`config.mk`:
```
export PLATFORM = sky130hd
export DESIGN_NAME = rx_lane_sync_ctrl
export DESIGN_NICKNAME = d
export VERILOG_FILES = /design/src/rtl/pcie_phy_pkg.sv /design/src/rtl/rx_sym_timer.sv /design/src/rtl/rx_lane_sync_ctrl.sv
export SDC_FILE = /design/constraint.sdc
export NUM_CORES = 1
export LEC_CHECK = 0
export ABC_CLOCK_PERIOD_IN_PS = 2400
export CORE_ASPECT_RATIO = 1.75
export CORE_MARGIN = 8
export CORE_UTILIZATION = 52
export DETAILED_ROUTE_END_ITERATION = 8
export PLACE_DENSITY_LB_ADDON = 0.1
export SLEW_MARGIN = 20
export SYNTH_ARGS = -nofsm -noshare
export SYNTH_HDL_FRONTEND = slang
export SYNTH_SLANG_ARGS = --single-unit
export TNS_END_PERCENT = 10
```
`constraint.sdc`:
```
create_clock -name clk_4f -period 2.4 [get_ports clk_4f]
set_input_delay 0.24 -clock clk_4f [delete_from_list [all_inputs] [get_ports clk_4f]]
set_output_delay 0.24 -clock clk_4f [all_outputs]
set_load 0.01 [all_outputs]
```
`src/rtl/pcie_phy_pkg.sv`:
```
`default_nettype none
// ============================================================================
//  Module      : pcie_phy_pkg
//  Description : Shared symbol constant, lane-sync state encoding and a
//                counter-width helper for the receive lane sync logic.
//  Revision    : 1.0 - initial release
// ============================================================================
package pcie_phy_pkg;

    // Alignment / filler symbol recognised on the receive lane.
    localparam logic [7:0] COM_SYMBOL = 8'hBC;

    // Lane synchronisation states, 2-bit encoding.
    typedef enum logic [1:0] {
        IDLE    = 2'd0,
        HUNT    = 2'd1,
        ACQUIRE = 2'd2,
        LOCKED  = 2'd3
    } lane_state_e;

    // Bits needed to hold the value max_val without wrapping.
    function automatic int cnt_width(input int max_val);
        return (max_val < 2) ? 1 : $clog2(max_val + 1);
    endfunction

endpackage
`default_nettype wire

```
`src/rtl/rx_sym_timer.sv`:
```
`default_nettype none
// ============================================================================
//  Module      : rx_sym_timer
//  Description : Byte-qualified up-counter. Counts enabled bytes and raises a
//                combinational terminal pulse on the MAX-th byte, clearing
//                itself on that same byte. Synchronous clear has priority.
//  Revision    : 1.0 - initial release
// ============================================================================
module rx_sym_timer
    import pcie_phy_pkg::*;
#(
    parameter int MAX = 16
) (
    input  logic clk_i,
    input  logic rst_i,
    input  logic clr_i,
    input  logic en_i,
    output logic tc_o
);

    localparam int             W    = cnt_width(MAX);
    localparam logic [W-1:0]   LAST = W'(MAX - 1);

    logic [W-1:0] cnt_q;
    logic [W-1:0] cnt_d;

    // Next count and terminal pulse; the MAX-th byte wraps the count to zero.
    always_comb begin
        cnt_d = cnt_q;
        tc_o  = 1'b0;
        if (clr_i) begin
            cnt_d = '0;
        end else if (en_i) begin
            if (cnt_q == LAST) begin
                cnt_d = '0;
                tc_o  = 1'b1;
            end else begin
                cnt_d = cnt_q + 1'b1;
            end
        end
    end

    // Count register.
    always_ff @(posedge clk_i) begin
        if (rst_i) begin
            cnt_q <= '0;
        end else begin
            cnt_q <= cnt_d;
        end
    end

endmodule
`default_nettype wire

```
`src/rtl/rx_lane_sync_ctrl.sv`:
```
`default_nettype none
// ============================================================================
//  Module      : rx_lane_sync_ctrl
//  Description : Receive lane sync controller. Hunts for COM alignment with
//                bit-slip requests, acquires lock after a run of COMs,
//                forwards payload while stripping COM filler, and drops lock
//                when COMs stop recurring.
//  Options     : RX_SYNC_STATS_EN adds saturating slip_cnt / loss_cnt outputs.
//  Revision    : 1.0 - initial release
// ============================================================================
module rx_lane_sync_ctrl
    import pcie_phy_pkg::*;
#(
    parameter int ACQ_COUNT    = 4,
    parameter int HUNT_TIMEOUT = 16,
    parameter int COM_INTERVAL = 64,
    parameter int LOSS_COUNT   = 3
) (
    input  logic       clk_4f,
    input  logic       reset,
    input  logic       rx_enable,
    input  logic [7:0] byte_in,
    input  logic       byte_valid,
    output logic       slip_req,
    output logic       active,
    output logic [7:0] data_out,
    output logic       valid_out,
    output logic       lock_lost
`ifdef RX_SYNC_STATS_EN
    ,
    output logic [7:0] slip_cnt,
    output logic [7:0] loss_cnt
`endif
);

    localparam int           CW           = cnt_width(ACQ_COUNT);
    localparam int           MW           = cnt_width(LOSS_COUNT);
    localparam logic [CW-1:0] ACQ_LAST_M1  = CW'(ACQ_COUNT - 1);
    localparam logic [MW-1:0] LOSS_LAST_M1 = MW'(LOSS_COUNT - 1);

    lane_state_e   state_q, state_d;
    logic [CW-1:0] com_cnt_q, com_cnt_d;
    logic [MW-1:0] miss_cnt_q, miss_cnt_d;
    logic          slip_q, slip_d;
    logic          lost_q, lost_d;
    logic          valid_q, valid_d;
    logic [7:0]    data_q, data_d;

    logic w_is_com;
    logic w_take;
    logic w_hunt_en, w_hunt_clr, w_hunt_tc;
    logic w_gap_en, w_gap_clr, w_gap_tc;

    assign w_is_com = (byte_in == COM_SYMBOL);
    assign w_take   = rx_enable && byte_valid;

    // HUNT timer counts non-COM bytes; any COM or leaving HUNT restarts it.
    assign w_hunt_en  = (state_q == HUNT) && w_take && !w_is_com;
    assign w_hunt_clr = (state_q != HUNT) || !rx_enable || (byte_valid && w_is_com);

    // LOCKED gap timer measures bytes since the last COM.
    assign w_gap_en  = (state_q == LOCKED) && w_take && !w_is_com;
    assign w_gap_clr = (state_q != LOCKED) || !rx_enable || (byte_valid && w_is_com);

    rx_sym_timer #(
        .MAX (HUNT_TIMEOUT)
    ) u_hunt_timer (
        .clk_i (clk_4f),
        .rst_i (reset),
        .clr_i (w_hunt_clr),
        .en_i  (w_hunt_en),
        .tc_o  (w_hunt_tc)
    );

    rx_sym_timer #(
        .MAX (COM_INTERVAL)
    ) u_gap_timer (
        .clk_i (clk_4f),
        .rst_i (reset),
        .clr_i (w_gap_clr),
        .en_i  (w_gap_en),
        .tc_o  (w_gap_tc)
    );

    // Next-state, counters and registered-output decisions.
    always_comb begin
        state_d    = state_q;
        com_cnt_d  = com_cnt_q;
        miss_cnt_d = miss_cnt_q;
        slip_d     = 1'b0;
        lost_d     = 1'b0;
        valid_d    = 1'b0;
        data_d     = data_q;

        if (!rx_enable) begin
            // Disable overrides everything, including a byte on this cycle.
            state_d    = IDLE;
            com_cnt_d  = '0;
            miss_cnt_d = '0;
        end else begin
            case (state_q)
                IDLE: begin
                    state_d = HUNT;
                end
                HUNT: begin
                    if (byte_valid) begin
                        if (w_is_com) begin
                            if (ACQ_COUNT == 1) begin
                                state_d   = LOCKED;
                                com_cnt_d = '0;
                            end else begin
                                state_d   = ACQUIRE;
                                com_cnt_d = CW'(1);
                            end
                        end else if (w_hunt_tc) begin
                            slip_d = 1'b1;
                        end
                    end
                end
                ACQUIRE: begin
                    if (byte_valid) begin
                        if (w_is_com) begin
                            if (com_cnt_q == ACQ_LAST_M1) begin
                                state_d   = LOCKED;
                                com_cnt_d = '0;
                            end else begin
                                com_cnt_d = com_cnt_q + 1'b1;
                            end
                        end else begin
                            // Broken run: retry the hunt without slipping.
                            state_d   = HUNT;
                            com_cnt_d = '0;
                        end
                    end
                end
                LOCKED: begin
                    if (byte_valid) begin
                        if (w_is_com) begin
                            miss_cnt_d = '0;
                        end else begin
                            if (w_gap_tc) begin
                                if (miss_cnt_q == LOSS_LAST_M1) begin
                                    lost_d     = 1'b1;
                                    state_d    = HUNT;
                                    miss_cnt_d = '0;
                                end else begin
                                    miss_cnt_d = miss_cnt_q + 1'b1;
                                end
                            end
                            // The byte that triggers loss of lock is dropped.
                            if (!lost_d) begin
                                valid_d = 1'b1;
                                data_d  = byte_in;
                            end
                        end
                    end
                end
                default: begin
                    state_d = IDLE;
                end
            endcase
        end
    end

    // State, counters and output registers.
    always_ff @(posedge clk_4f) begin
        if (reset) begin
            state_q    <= IDLE;
            com_cnt_q  <= '0;
            miss_cnt_q <= '0;
            slip_q     <= 1'b0;
            lost_q     <= 1'b0;
            valid_q    <= 1'b0;
            data_q     <= 8'h00;
        end else begin
            state_q    <= state_d;
            com_cnt_q  <= com_cnt_d;
            miss_cnt_q <= miss_cnt_d;
            slip_q     <= slip_d;
            lost_q     <= lost_d;
            valid_q    <= valid_d;
            data_q     <= data_d;
        end
    end

    assign active    = (state_q == LOCKED);
    assign slip_req  = slip_q;
    assign lock_lost = lost_q;
    assign valid_out = valid_q;
    assign data_out  = data_q;

`ifdef RX_SYNC_STATS_EN
    logic [7:0] slip_cnt_q;
    logic [7:0] loss_cnt_q;

    // Saturating event counters, cleared only by reset.
    always_ff @(posedge clk_4f) begin
        if (reset) begin
            slip_cnt_q <= 8'h00;
            loss_cnt_q <= 8'h00;
        end else begin
            if (slip_d && (slip_cnt_q != 8'hFF)) begin
                slip_cnt_q <= slip_cnt_q + 8'h01;
            end
            if (lost_d && (loss_cnt_q != 8'hFF)) begin
                loss_cnt_q <= loss_cnt_q + 8'h01;
            end
        end
    end

    assign slip_cnt = slip_cnt_q;
    assign loss_cnt = loss_cnt_q;
`endif

endmodule
`default_nettype wire

```
* Yosys cells after proc, flatten, opt, wreduce, memory -nomap -nowiden
Cells that the tools add are included.
** Word-level totals
- Flip-flop bits (word level) :: 30
- Input bits :: 12
- Output and inout port bits :: 12
- Word-level logic and storage cells :: 96
** Cells by class
- Add/subtract/negate cells :: 4
- Equal/unequal tests :: 18
- Mux-type cells :: 35
- Bitwise logic cells :: 6
- Reduce and logical (&&, ||, !) cells :: 24
** Operators with widths (number)
- 2-bit two-way mux :: 12
- 3-bit two-way mux :: 5
- 1-bit two-way mux :: 14
- 2-bit != test, second input constant :: 6
- 5-bit OR reduction :: 2
- 8-bit equality test, second input constant :: 1
- 2-bit case mux with 4 select lines :: 1
- 8-bit AND reduction :: 1
- 7-bit by 1-bit adder with 7-bit output, second input constant :: 1
- 7-bit by 6-bit equality test with 1-bit output, second input constant :: 1
- 7-bit two-way mux :: 1
- 2-bit equality test, second input constant :: 3
- 1-bit logical AND :: 6
- 2-bit by 1-bit != test with 1-bit output, second input constant :: 3
- 1-bit inverter :: 6
- 3-bit case mux with 2 select lines :: 1
- 2-bit OR reduction :: 3
- 5-bit by 1-bit adder with 5-bit output, second input constant :: 1
- 5-bit by 4-bit equality test with 1-bit output, second input constant :: 1
- 5-bit two-way mux :: 1
- 5-bit AND reduction :: 1
- 1-bit logical OR :: 4
- 4-bit AND reduction :: 1
- 2-bit nonzero test :: 2
- 8 further kinds :: 9

* Depth between registers and ports, before layout
- Word-level depth :: 12
- Gate-level depth with buffers :: 7
- Gate-level depth less buffers :: 7

* By module
From an unflattened synthesis, not the netlist that was laid out.
** Second synthesis, totals
- Cell total of the unflattened synthesis :: 160
- Area, all modules :: 1432.6 sq um
** By module, submodules not included
- rx_lane_sync_ctrl :: instances 1, cells an instance 92, area each 842.1 sq um, seq. area each 360.3 sq um
- rx_sym_timer at u_gap_timer :: instances 1, cells an instance 42, area each 345.3 sq um, seq. area each 140.1 sq um
- rx_sym_timer at u_hunt_timer :: instances 1, cells an instance 26, area each 245.2 sq um, seq. area each 100.1 sq um

* Least setup slack after synthesis
No wires, ideal clock.
- Path kind :: register -> register
- Start :: reg state_q[0]
- End :: reg data_q[0], in the netlist data_out[0]
- Library setup time :: 0.128 ns
- Arrival :: 1.584 ns
- Required time :: 2.272 ns
- Setup slack :: 0.689 ns
- Cell stages (with the launch flop) :: 7
- Path buffers :: 0
- Period minus slack after synthesis :: 1.711 ns
- Path through :: dfxtp_1 > ha_1 > nand3_1 > a21o_1 > nor2_2 > mux2i_1 > nor2_1
** Between the ends
- Cells in the longest elaborated chain, start to end :: 12
- Elaborated cells between the ends (all ways) :: 15
- Those cells by class :: 2 x eq/ne; 7 x mux; 1 x bitwise; 5 x reduce/logical
** RTL lines
- from (decl) :: line rx_lane_sync_ctrl.sv:41 : lane_state_e state_q, state_d;
- from (signal assigned) :: line rx_lane_sync_ctrl.sv:176 : state_q <= state_d;
- 2-bit equality test (*)
- named net active :: line rx_lane_sync_ctrl.sv:25 : output logic active,
- 1-bit logical AND (2 in a row) :: line rx_lane_sync_ctrl.sv:62 : assign w_gap_en = (state_q == LOCKED) && w_take && !w_is_com;
- 1-bit two-way mux :: line rx_sym_timer.sv:33 : end else if (en_i) begin
- 1-bit two-way mux :: line rx_sym_timer.sv:31 : if (clr_i) begin
- 1-bit two-way mux :: line rx_lane_sync_ctrl.sv:141 : if (w_gap_tc) begin
- 1-bit two-way mux :: line rx_lane_sync_ctrl.sv:138 : if (w_is_com) begin
- 1-bit two-way mux :: line rx_lane_sync_ctrl.sv:137 : if (byte_valid) begin
- 1-bit two-way mux :: line rx_lane_sync_ctrl.sv:101 : case (state_q)
- 1-bit two-way mux :: line rx_lane_sync_ctrl.sv:95 : if (!rx_enable) begin
- 1-bit inverter (no line)
- 5-bit AND reduction (no line) (*)
- to (signal assigned) :: line rx_lane_sync_ctrl.sv:182 : data_q <= data_d;
- to (decl) :: line rx_lane_sync_ctrl.sv:47 : logic [7:0] data_q, data_d;
Mark *: on every way through the listed nets, which the timed path passes. The rest lies on a longest branch. The select of a mux whose other input is x is not followed.
A chain may end at the register's enable or synchronous reset.

* Worst setup path after layout
- Start :: reg u_gap_timer.cnt_q[0]
- End :: reg miss_cnt_q[1]
** Between the ends
- Cells in the longest elaborated chain, start to end :: 6
** RTL lines
- from (decl) :: line rx_sym_timer.sv:24 : logic [W-1:0] cnt_q;
- from (signal assigned) :: line rx_sym_timer.sv:48 : cnt_q <= cnt_d;
- 7-bit by 6-bit equality test with 1-bit output :: line rx_sym_timer.sv:34 : if (cnt_q == LAST) begin
- 1-bit two-way mux :: line rx_sym_timer.sv:34
- 1-bit two-way mux :: line rx_sym_timer.sv:33
- 1-bit two-way mux :: line rx_sym_timer.sv:31
- 2-bit nonzero test (no line)
- 3-bit AND reduction (no line)
- to (signal assigned) :: line rx_lane_sync_ctrl.sv:178 : miss_cnt_q <= miss_cnt_d;
- to (decl) :: line rx_lane_sync_ctrl.sv:43 : logic [MW-1:0] miss_cnt_q, miss_cnt_d;
Every way passes these cells.

==> results_dict.tcl <==
set metrics [dict create \
    ctsHoldBuffers 0 \
    ys_ff_latch 30 \
    setup_viol 0 \
    die_height_um 86.31 \
    grt_pass1_vias 1339 \
    cts.clk_slew.worst_paths_ps 60 \
    synth_most_common_cell "dfxtp_1" \
    core_area_sq_um 2690 \
    syn_area_sq_um 1469 \
    cts_resized 0 \
    arrival_ps 2100 \
    clock_sinks 30 \
    period_share 0.8138 \
    worstMarginPinSlew_ps 710.9 \
    drv_slew 0 \
    rows 25 \
    finalPower_mw 0.9648 \
    p_leak_nw 0.5920 \
    crit_chain "ha_1 -> nand3_2 -> nor3_1 -> a21oi_1 -> o21ai_0 -> a21oi_1" \
    avgSynthCellArea_sq_um 8.796 \
    worstSetupPathType "register to register" \
    hold_path_class "register to register" \
    cp-startpoint "u_gap_timer.cnt_q[0]" \
    cts_inserted_buffers 5 \
    vdd_ir_drop_max_uv 428.0 \
    synth_commonest_cells "dfxtp_1, nor2_1, nand2_1" \
    first_pass_iters 4 \
    whs_endpoint "com_cnt_q[2]" \
    synth_top_area_frac 0.4089 \
    critPathLaunchType "register" \
    fin_util 0.6735 \
    min-delay-start "com_cnt_q[2]" \
    final_area_sq_um 1812 \
    synth-main-ff-cell "dfxtp_1" \
    reg2reg_setup_slack_ps 450 \
    place_congestion 0.8405 \
    crit_top_cell "a21oi_1" \
    diodes 0 \
    p_per_area_nw_per_um2 532.5 \
    r2r_start "u_gap_timer.cnt_q[0]" \
    syn_nets 186 \
    slew_headroom 0.5224 \
    dieArea_sq_um 4848 \
    synth.largest_area_cell "dfxtp_1" \
    final_layout_size_suffix_gt1_frac 0.1020 \
    run_status "complete, no violations" \
    grt_max_degree 13 \
    drc_errors 0 \
    tns_ps 0 \
    via_per_inst 5.700 \
    fin_skew_ps 7.362 \
    ys_seq_area_frac 0.4089 \
    r2r-end "miss_cnt_q[1]" \
    hold_violations 0 \
    ys_top_cells_by_area "dfxtp_1, mux2i_1, ha_1" \
    r2r.worst_path.cells 6 \
    end_kind "register" \
    final_nets 214 \
    grt_pass1_wl_um 5651 \
    dp_hpwl_um 2461 \
    gr-total-overflow 0 \
    clockBufferDepth 2 \
    placement.cell_area_sq_um 1720 \
    vias 1271 \
    antenna_found_initial 0 \
    cts_tree "built" \
    rsz0062_at_grt "no" \
    htreeDepth 2 \
    top_level_ports 24 \
    worstPathRequired_ps 2540 \
    die_x_um 56.18 \
    fin_crit_ps 1953 \
    post_drt_wl_per_cell_um 14.52 \
    antenna_left 0 \
    crit_path_top_delay_cell "nor3_1" \
    crit_fanout 7 \
    drt-initial-drc-count 18 \
    synth_cells 167 \
    initial_utilization 0.5460 \
    drv_cap 0 \
    area_delta_synth_final_pct 23.34 \
    yosysWarnings 0 \
    portBuffers 23 \
    clk_latency_ps 280 \
    ys_types 40 \
    whs_path_depth 2 \
    max_freq_mhz 512.0 \
    grt_usage 0.1391 \
    root_buffer "clkbuf_8" \
    wl_um 3239 \
    synth_edf_count 0 \
    synthArstFlopShare 0 \
    cts_setup_buffers 0 \
    hold_ws_ps 426.2 \
    cpPeakStageDelay_ps 570 \
]
==> logic make-up after synthesis <==
kind of cell             after synthesis  share of synthesized area
buffers and inverters                 11                    0.03918
flip-flops                            30                     0.4089
XOR/XNOR                               3                    0.01789
AND/OR/NAND/NOR                       77                     0.2845
multiplexers                          10                    0.06900
adder cells (fa/ha/maj)                7                    0.05962
AO/OA/AOI/OAI                         29                     0.1210
==> stage by stage <==
stage / std cells / worst slack, ps
after floorplan: 167 / 688.8
after global placement: 215 / 376.2
after detailed placement: 215 / 345.5
after CTS: 223 / 485.3
after global routing: 223 / 205.8
final: 223 / 447.0
==> flip-flops by register name, summed over array words and instances (netlist names) <==
register            count
miss_cnt_q              2
u_gap_timer.cnt_q       7
slip_req                1
state_q                 2
valid_out               1
data_out                8
lock_lost               1
com_cnt_q               3
u_hunt_timer.cnt_q      5
==> worst max-delay path, delay by kind of cell, from the launching register on <==
family / cells / cell delay [ps]
AOI/OAI and AO/OA: 3 / 480
adders and majority gates: 1 / 250
DFF: 1 / 390
and+or+nand+nor: 2 / 700
==> how the worst max path moves through the flow <==
stage	to	slack, ps	depth (start not counted)
after floorplan	data_out[0]	690	6
after global placement	data_out[0]	380	7
after detailed placement	data_out[7]	350	7
after CTS	miss_cnt_q[1]	490	6
after global routing	miss_cnt_q[1]	210	6
final	miss_cnt_q[1]	450	6
==> report_power, final <==
part | internal, mW | switching [mW]
Clock | 0.231 | 0.177
Combinational | 0.0298 | 0.0258
Sequential | 0.500 | 0.00209
Total | 0.760 | 0.205
==> layout make-up <==
class	count	area, sq um
multi-input cells	126	810.8
inverters	6	22.52
repair buffers	26	252.7
well taps	27	33.78
fillers	236	878.3
clock inverters	1	5.005
flip-flops and latches	30	600.6
clock buffers	7	86.33
==> layer usage <==
layer | part of all wire | global-route usage
met1 | 0.42 | 0.1354
met2 | 0.51 | 0.2503
met3 | 0.049 | 0.04978
met4 | 0.027 | 0.06813
met5 | 0 | 0
==> placed cells by master, fill, tap and decap left out, types with 2 or more instances in the layout <==
cell and instances:
o21ai_0 5, or3_1 3, dfxtp_1 30, ha_1 7, a21oi_1 13, mux2i_1 9, nor2_1 22, nor2b_1 2
buf_4 3, clkdlybuf4s50_1 23, a31oi_1 4, nor3b_1 4, xor2_1 2, clkbuf_8 6, inv_1 6, nand3_1 6
nand2_1 17, nand2b_1 5, nor3_1 6
No activity file was read; power rests on OpenSTA's default activity.
